<file path="src/rtl/trainer_pkg.sv">
// Shared definitions for the gate truth-table tester: gate-select codes,
// FSM state encoding and the expected output of each gate.
package trainer_pkg;

  typedef enum logic [2:0] {
    SEL_AND     = 3'd0,
    SEL_OR      = 3'd1,
    SEL_NOTA    = 3'd2,
    SEL_NAND    = 3'd3,
    SEL_NOR     = 3'd4,
    SEL_XOR     = 3'd5,
    SEL_XNOR    = 3'd6,
    SEL_INVALID = 3'd7
  } gate_sel_e;

  typedef enum logic [1:0] {
    ST_IDLE   = 2'd0,
    ST_SETTLE = 2'd1,
    ST_SAMPLE = 2'd2,
    ST_DONE   = 2'd3
  } state_e;

  localparam int unsigned CNT_W = 5;
  localparam int unsigned N_W   = 4;
  localparam int unsigned IDX_W = 2;
  localparam int unsigned MAP_W = 4;

  // Down-counter load value: N+2 gives N+3 settle cycles including the zero cycle.
  localparam logic [CNT_W-1:0] SETTLE_EXTRA = 5'd2;

  localparam logic [7:0] UIO_OE_VAL = 8'h0F;

  function automatic logic gate_expect(input gate_sel_e sel, input logic a, input logic b);
    logic y;
    y = 1'b0;
    unique case (sel)
      SEL_AND:  y = a & b;
      SEL_OR:   y = a | b;
      SEL_NOTA: y = ~a;
      SEL_NAND: y = ~(a & b);
      SEL_NOR:  y = ~(a | b);
      SEL_XOR:  y = a ^ b;
      SEL_XNOR: y = ~(a ^ b);
      default:  y = 1'b0;
    endcase
    return y;
  endfunction

endpackage

</file>
<file path="src/rtl/sync2.sv">
// Two-flop synchronizer for asynchronous inputs, cleared by the async reset.
module sync2 (
  input  logic clk,
  input  logic rst_n,
  input  logic d,
  output logic q
);

  logic [1:0] sync_q;
  logic [1:0] sync_d;

  always_comb begin
    sync_d = {sync_q[0], d};
  end

  always_ff @(posedge clk or negedge rst_n) begin
    if (!rst_n) begin
      sync_q <= '0;
    end else begin
      sync_q <= sync_d;
    end
  end

  assign q = sync_q[1];

endmodule

</file>
<file path="src/rtl/tt_um_gate_truth_tester.sv">
// Drives the four A/B vectors into an external gate, samples its response
// and reports a per-vector mismatch bitmap with pass/fail.
//
// state  | meaning
// IDLE   | after reset, waiting for a start edge
// SETTLE | A/B driven, waiting N+3 cycles for the gate and synchronizer
// SAMPLE | one cycle: compare synced response against the selected gate
// DONE   | results held until the next start edge
module tt_um_gate_truth_tester
  import trainer_pkg::*;
(
  input  logic       clk,
  input  logic       rst_n,
  input  logic       ena,
  input  logic [7:0] ui_in,
  input  logic [7:0] uio_in,
  output logic [7:0] uo_out,
  output logic [7:0] uio_out,
  output logic [7:0] uio_oe
);

  logic resp_sync;
  logic start_sync;
  logic start_edge;

  state_e           state_q, state_d;
  gate_sel_e        sel_q, sel_d;
  logic [N_W-1:0]   n_q, n_d;
  logic [IDX_W-1:0] idx_q, idx_d;
  logic [CNT_W-1:0] cnt_q, cnt_d;
  logic [MAP_W-1:0] bitmap_q, bitmap_d;
  logic             start_prev_q, start_prev_d;
  logic             a_q, a_d;
  logic             b_q, b_d;
  logic             busy_q, busy_d;
  logic             done_q, done_d;
  logic             pass_q, pass_d;
  logic             fail_q, fail_d;
  logic             unused_ok;

  sync2 u_sync_resp (
    .clk   (clk),
    .rst_n (rst_n),
    .d     (ui_in[0]),
    .q     (resp_sync)
  );

  sync2 u_sync_start (
    .clk   (clk),
    .rst_n (rst_n),
    .d     (ui_in[4]),
    .q     (start_sync)
  );

  assign start_edge = start_sync & ~start_prev_q;

  always_comb begin
    state_d      = state_q;
    sel_d        = sel_q;
    n_d          = n_q;
    idx_d        = idx_q;
    cnt_d        = cnt_q;
    bitmap_d     = bitmap_q;
    start_prev_d = start_prev_q;

    if (ena) begin
      start_prev_d = start_sync;
      unique case (state_q)
        ST_IDLE, ST_DONE: begin
          if (start_edge) begin
            sel_d = gate_sel_e'(ui_in[3:1]);
            n_d   = uio_in[7:4];
            idx_d = '0;
            if (sel_d == SEL_INVALID) begin
              state_d  = ST_DONE;
              bitmap_d = 4'hF;
              cnt_d    = '0;
            end else begin
              state_d  = ST_SETTLE;
              bitmap_d = '0;
              cnt_d    = {1'b0, uio_in[7:4]} + SETTLE_EXTRA;
            end
          end
        end
        ST_SETTLE: begin
          if (cnt_q == '0) begin
            state_d = ST_SAMPLE;
          end else begin
            cnt_d = cnt_q - 5'd1;
          end
        end
        ST_SAMPLE: begin
          if (resp_sync != gate_expect(sel_q, idx_q[0], idx_q[1])) begin
            bitmap_d[idx_q] = 1'b1;
          end
          if (idx_q == 2'd3) begin
            state_d = ST_DONE;
          end else begin
            idx_d   = idx_q + 2'd1;
            cnt_d   = {1'b0, n_q} + SETTLE_EXTRA;
            state_d = ST_SETTLE;
          end
        end
        default: state_d = ST_IDLE;
      endcase
    end

    // Outputs are decoded from the next state so they change with the state flop.
    busy_d = (state_d == ST_SETTLE) || (state_d == ST_SAMPLE);
    done_d = (state_d == ST_DONE);
    pass_d = done_d && (bitmap_d == '0);
    fail_d = done_d && (bitmap_d != '0);
    a_d    = busy_d & idx_d[0];
    b_d    = busy_d & idx_d[1];
  end

  always_ff @(posedge clk or negedge rst_n) begin
    if (!rst_n) begin
      state_q      <= ST_IDLE;
      sel_q        <= SEL_AND;
      n_q          <= '0;
      idx_q        <= '0;
      cnt_q        <= '0;
      bitmap_q     <= '0;
      start_prev_q <= 1'b0;
      a_q          <= 1'b0;
      b_q          <= 1'b0;
      busy_q       <= 1'b0;
      done_q       <= 1'b0;
      pass_q       <= 1'b0;
      fail_q       <= 1'b0;
    end else begin
      state_q      <= state_d;
      sel_q        <= sel_d;
      n_q          <= n_d;
      idx_q        <= idx_d;
      cnt_q        <= cnt_d;
      bitmap_q     <= bitmap_d;
      start_prev_q <= start_prev_d;
      a_q          <= a_d;
      b_q          <= b_d;
      busy_q       <= busy_d;
      done_q       <= done_d;
      pass_q       <= pass_d;
      fail_q       <= fail_d;
    end
  end

  assign uo_out    = {2'b00, fail_q, pass_q, done_q, busy_q, b_q, a_q};
  assign uio_out   = {4'h0, bitmap_q};
  assign uio_oe    = UIO_OE_VAL;
  assign unused_ok = &{1'b0, ui_in[7:5], uio_in[3:0]};

endmodule
</file>
<file path="config.mk">
export PLATFORM = sky130hd
export DESIGN_NAME = tt_um_gate_truth_tester
export DESIGN_NICKNAME = d
export VERILOG_FILES = /design/src/rtl/trainer_pkg.sv /design/src/rtl/sync2.sv /design/src/rtl/tt_um_gate_truth_tester.sv
export SDC_FILE = /design/constraint.sdc
export NUM_CORES = 1
export LEC_CHECK = 0
export ABC_AREA = 1
export CORE_MARGIN = 3
export CORE_UTILIZATION = 50
export CTS_CLUSTER_SIZE = 16
export DETAILED_ROUTE_END_ITERATION = 7
export GPL_ROUTABILITY_DRIVEN = 1
export GPL_TIMING_DRIVEN = 0
export PLACE_DENSITY = 0.76
export SYNTH_ARGS = -nofsm -noshare
export SYNTH_HDL_FRONTEND = slang
export SYNTH_SLANG_ARGS = --single-unit
</file>
<file path="constraint.sdc">
create_clock -name clk -period 5.2 [get_ports clk]
set_clock_uncertainty 0.05 [all_clocks]
set_input_delay 1.04 -clock clk [delete_from_list [all_inputs] [get_ports clk]]
set_output_delay 1.04 -clock clk [all_outputs]
set_load 0.01 [all_outputs]
</file>
==> results.sh <==
export IMPL_status="completed"
export IMPL_power_density_nw_per_um2=535
export IMPL_cp_arrival_ns=2.93
export IMPL_cts_buffers=5
export IMPL_layout_common_cells="nand2_1, inv_1, dfrtp_1"
export IMPL_grt_usage=0.185
export IMPL_instances_no_fill=321
export IMPL_max_vdd_ir_drop_mv=0.231
export IMPL_slew_viol_final=0
export IMPL_yosysWarnings=0
export IMPL_post_route_drc_count=0
export IMPL_grt_pass1_wl_um=6240
export IMPL_wire_per_inst_um=11.2
export IMPL_postCtsSetupRepairBufs=0
export IMPL_synthCells=235
export IMPL_antenna_found_initial=0
export IMPL_rr_worst_depth=10
export IMPL_slowest_stage="clkdlybuf4s50_1"
export IMPL_cts_sinks=31
export IMPL_gr_total_overflow=0
export IMPL_via_count=1575
export IMPL_port_buffers=21
export IMPL_die_width_um=67.6
export IMPL_placed_area_um2=2240
export IMPL_ant_nets=0
export IMPL_post_route_min_period_ns=2.81
export IMPL_hold_viol_final=0
export IMPL_reg2reg_from="state_q[0]$_DFF_PN0_"
export IMPL_antenna_cells=0
export IMPL_min_to="u_sync_start.sync_q[1]$_DFF_PN0_"
export IMPL_crit_buf_inv=2
export IMPL_clock_latency_ns=0.29
export IMPL_fmax_mhz=356
export IMPL_drive_above_1_share=0.167
export IMPL_initialDrtViolationCount=70
export IMPL_ioPinCount=43
export IMPL_die_h_um=67.6
export IMPL_fin_crit_sh=0.541
export IMPL_holdBufCountCts=0
export IMPL_synth_seq_cells=31
export IMPL_ctsResizeCount=0
export IMPL_hpwl_um=2830
export IMPL_crit_family="buffers and inverters"
export IMPL_ys_seq_area_frac=0.409
export IMPL_critPathMaxStageDelay_ns=0.48
export IMPL_crit_path_cell_trace="clkdlybuf4s50_1 -> nand3_1 -> nor2_1 -> nand2_1 -> a21boi_0 -> o21ai_0 -> ha_1 -> inv_1 -> a21oi_1"
export IMPL_drv_cap=0
export IMPL_vias_per_cell=4.91
export IMPL_rr_endpoint="a_q$_DFF_PN0_"
export IMPL_place_congestion=0.890
export IMPL_ff2ff_setup_slack_ns=3.03
export IMPL_num_rows=21
export IMPL_tritoncts="done"
export IMPL_first_pass_iters=4
export IMPL_hold_path_class="reg2reg"
export IMPL_cp_start_kind="input pin"
export IMPL_worst_slew_pin_slew_ns=0.819
export IMPL_finalSetupViolations=0
export IMPL_fillCellCount=318
export IMPL_initial_utilization=0.542
export IMPL_critPathKind="in2reg"
export IMPL_wl_um=3610
export IMPL_p_leak_nw=1.20
export IMPL_dp_cells=315
export IMPL_path_clk_slew_ns=0.06
export IMPL_clk_path_buf_depth=2
export IMPL_synth_area_um2=1900
export IMPL_dieArea_um2=4570
export IMPL_fin_tns_setup_ns=0
export IMPL_root_buffer="clkbuf_8"
export IMPL_rsz0062_at_grt="no"
export IMPL_holdPathStages=0
export IMPL_coreArea_um2=3490
export IMPL_slew_headroom=0.452
export IMPL_holdCritStartpoint="u_sync_start.sync_q[0]$_DFF_PN0_"
export IMPL_cts_max_level=2
export IMPL_syn_area_per_cell_um2=8.07
export IMPL_final_area_um2=2310
export IMPL_required_ns=5.31
export IMPL_grt_max_degree=17
export IMPL_layout_nets=305
export IMPL_endpoint_kind="flip-flop"
export IMPL_grt_pass1_vias=1443
export IMPL_ys_types=33
export IMPL_layout_commonest_cell="nand2_1"
export IMPL_worstPathMaxFanout=5
export IMPL_areaGrowthSynthToFinish_pct=21.8
[stage by stage]
| step | total power, mW | hold WS (ns) | setup WS, ns | utilization |
|---|---|---|---|---|
| after floorplan | 0.873 | 0.281 | 3.02 | - |
| after global placement | 1.05 | 0.287 | 2.17 | 0.632 |
| after detailed placement | 1.06 | 0.291 | 2.16 | 0.640 |
| after CTS | 1.24 | 0.304 | 2.44 | 0.661 |
| after global routing | 1.35 | 0.306 | 2.20 | 0.661 |
| final | 1.24 | 0.298 | 2.39 | 0.661 |
[worst max path at each step]
stage                   from            end  slack, ns  depth (start not counted)
floorplan           ui_in[3]  b_q$_DFF_PN0_       3.02                          8
global placement    ui_in[2]  a_q$_DFF_PN0_       2.17                          9
detailed placement  ui_in[3]  a_q$_DFF_PN0_       2.16                          9
CTS                 ui_in[2]  a_q$_DFF_PN0_       2.44                          9
global route        ui_in[3]  a_q$_DFF_PN0_       2.20                          9
finish              ui_in[3]  a_q$_DFF_PN0_       2.39                          9
[cells in the mapped netlist (all sizes together)]
cell type  instances  area (um2)
o311ai             1        8.76
buf               22         166
clkbuf             1        3.75
conb               2        7.51
a22oi              3        22.5
a21boi             1        7.51
dfrtp             31         776
a21oi              6        30.0
xor2               1        8.76
ha                10         125
inv               35         131
nor3               2        15.0
a32oi              1        8.76
nand2             56         225
nor2              15        63.8
o21ai             19        95.1
mux2               1        11.3
xnor2              2        17.5
o22ai              1        6.26
a31oi              1        6.26
nand4              2        12.5
a211oi             1        12.5
nand3             20         125
a31o               1        8.76
[power breakdown]
group	leakage [nW]	internal, mW	switching (mW)
Combinational	0.784	0.282	0.396
Sequential	0.382	0.329	0.0555
Clock	0.0371	0.0889	0.0836
[final cells by class]
class | count | area, um2 | area share
Clock buffer | 6 | 72.6 | 0.0314
Buffer | 23 | 170 | 0.0737
Tap cell | 46 | 57.6 | 0.0249
Sequential cell | 31 | 776 | 0.336
Multi-Input combinational cell | 158 | 863 | 0.374
Timing Repair Buffer | 22 | 238 | 0.103
Inverter | 35 | 131 | 0.0569
[sequential cells by signal, summed over array words and instances, names as in the netlist, 2 cells and up]
register             count
cnt_q                    5
bitmap_q                 4
idx_q                    2
state_q                  2
u_sync_resp.sync_q       2
n_q                      4
u_sync_start.sync_q      2
sel_q                    3
[routing by layer]
layer	vias up	wire length, um	track usage
met1	723	1600	0.227
met3	7	222	0.0316
met5	-	0	0
met2	51	1710	0.303
li1	794	-	-
met4	0	80	0.106
[logic make-up after synthesis]
family | count (synthesis) | synth area share
AOI/OAI and AO/OA | 35 | 0.109
xor gates and xnor gates | 3 | 0.0139
adders and majority gates | 10 | 0.0660
buffers and inverters | 58 | 0.159
DFF | 31 | 0.409
muxes | 1 | 0.00594
other | 2 | 0.00396
and+or+nand+nor | 95 | 0.233
Power figures use the tool's default switching activity.
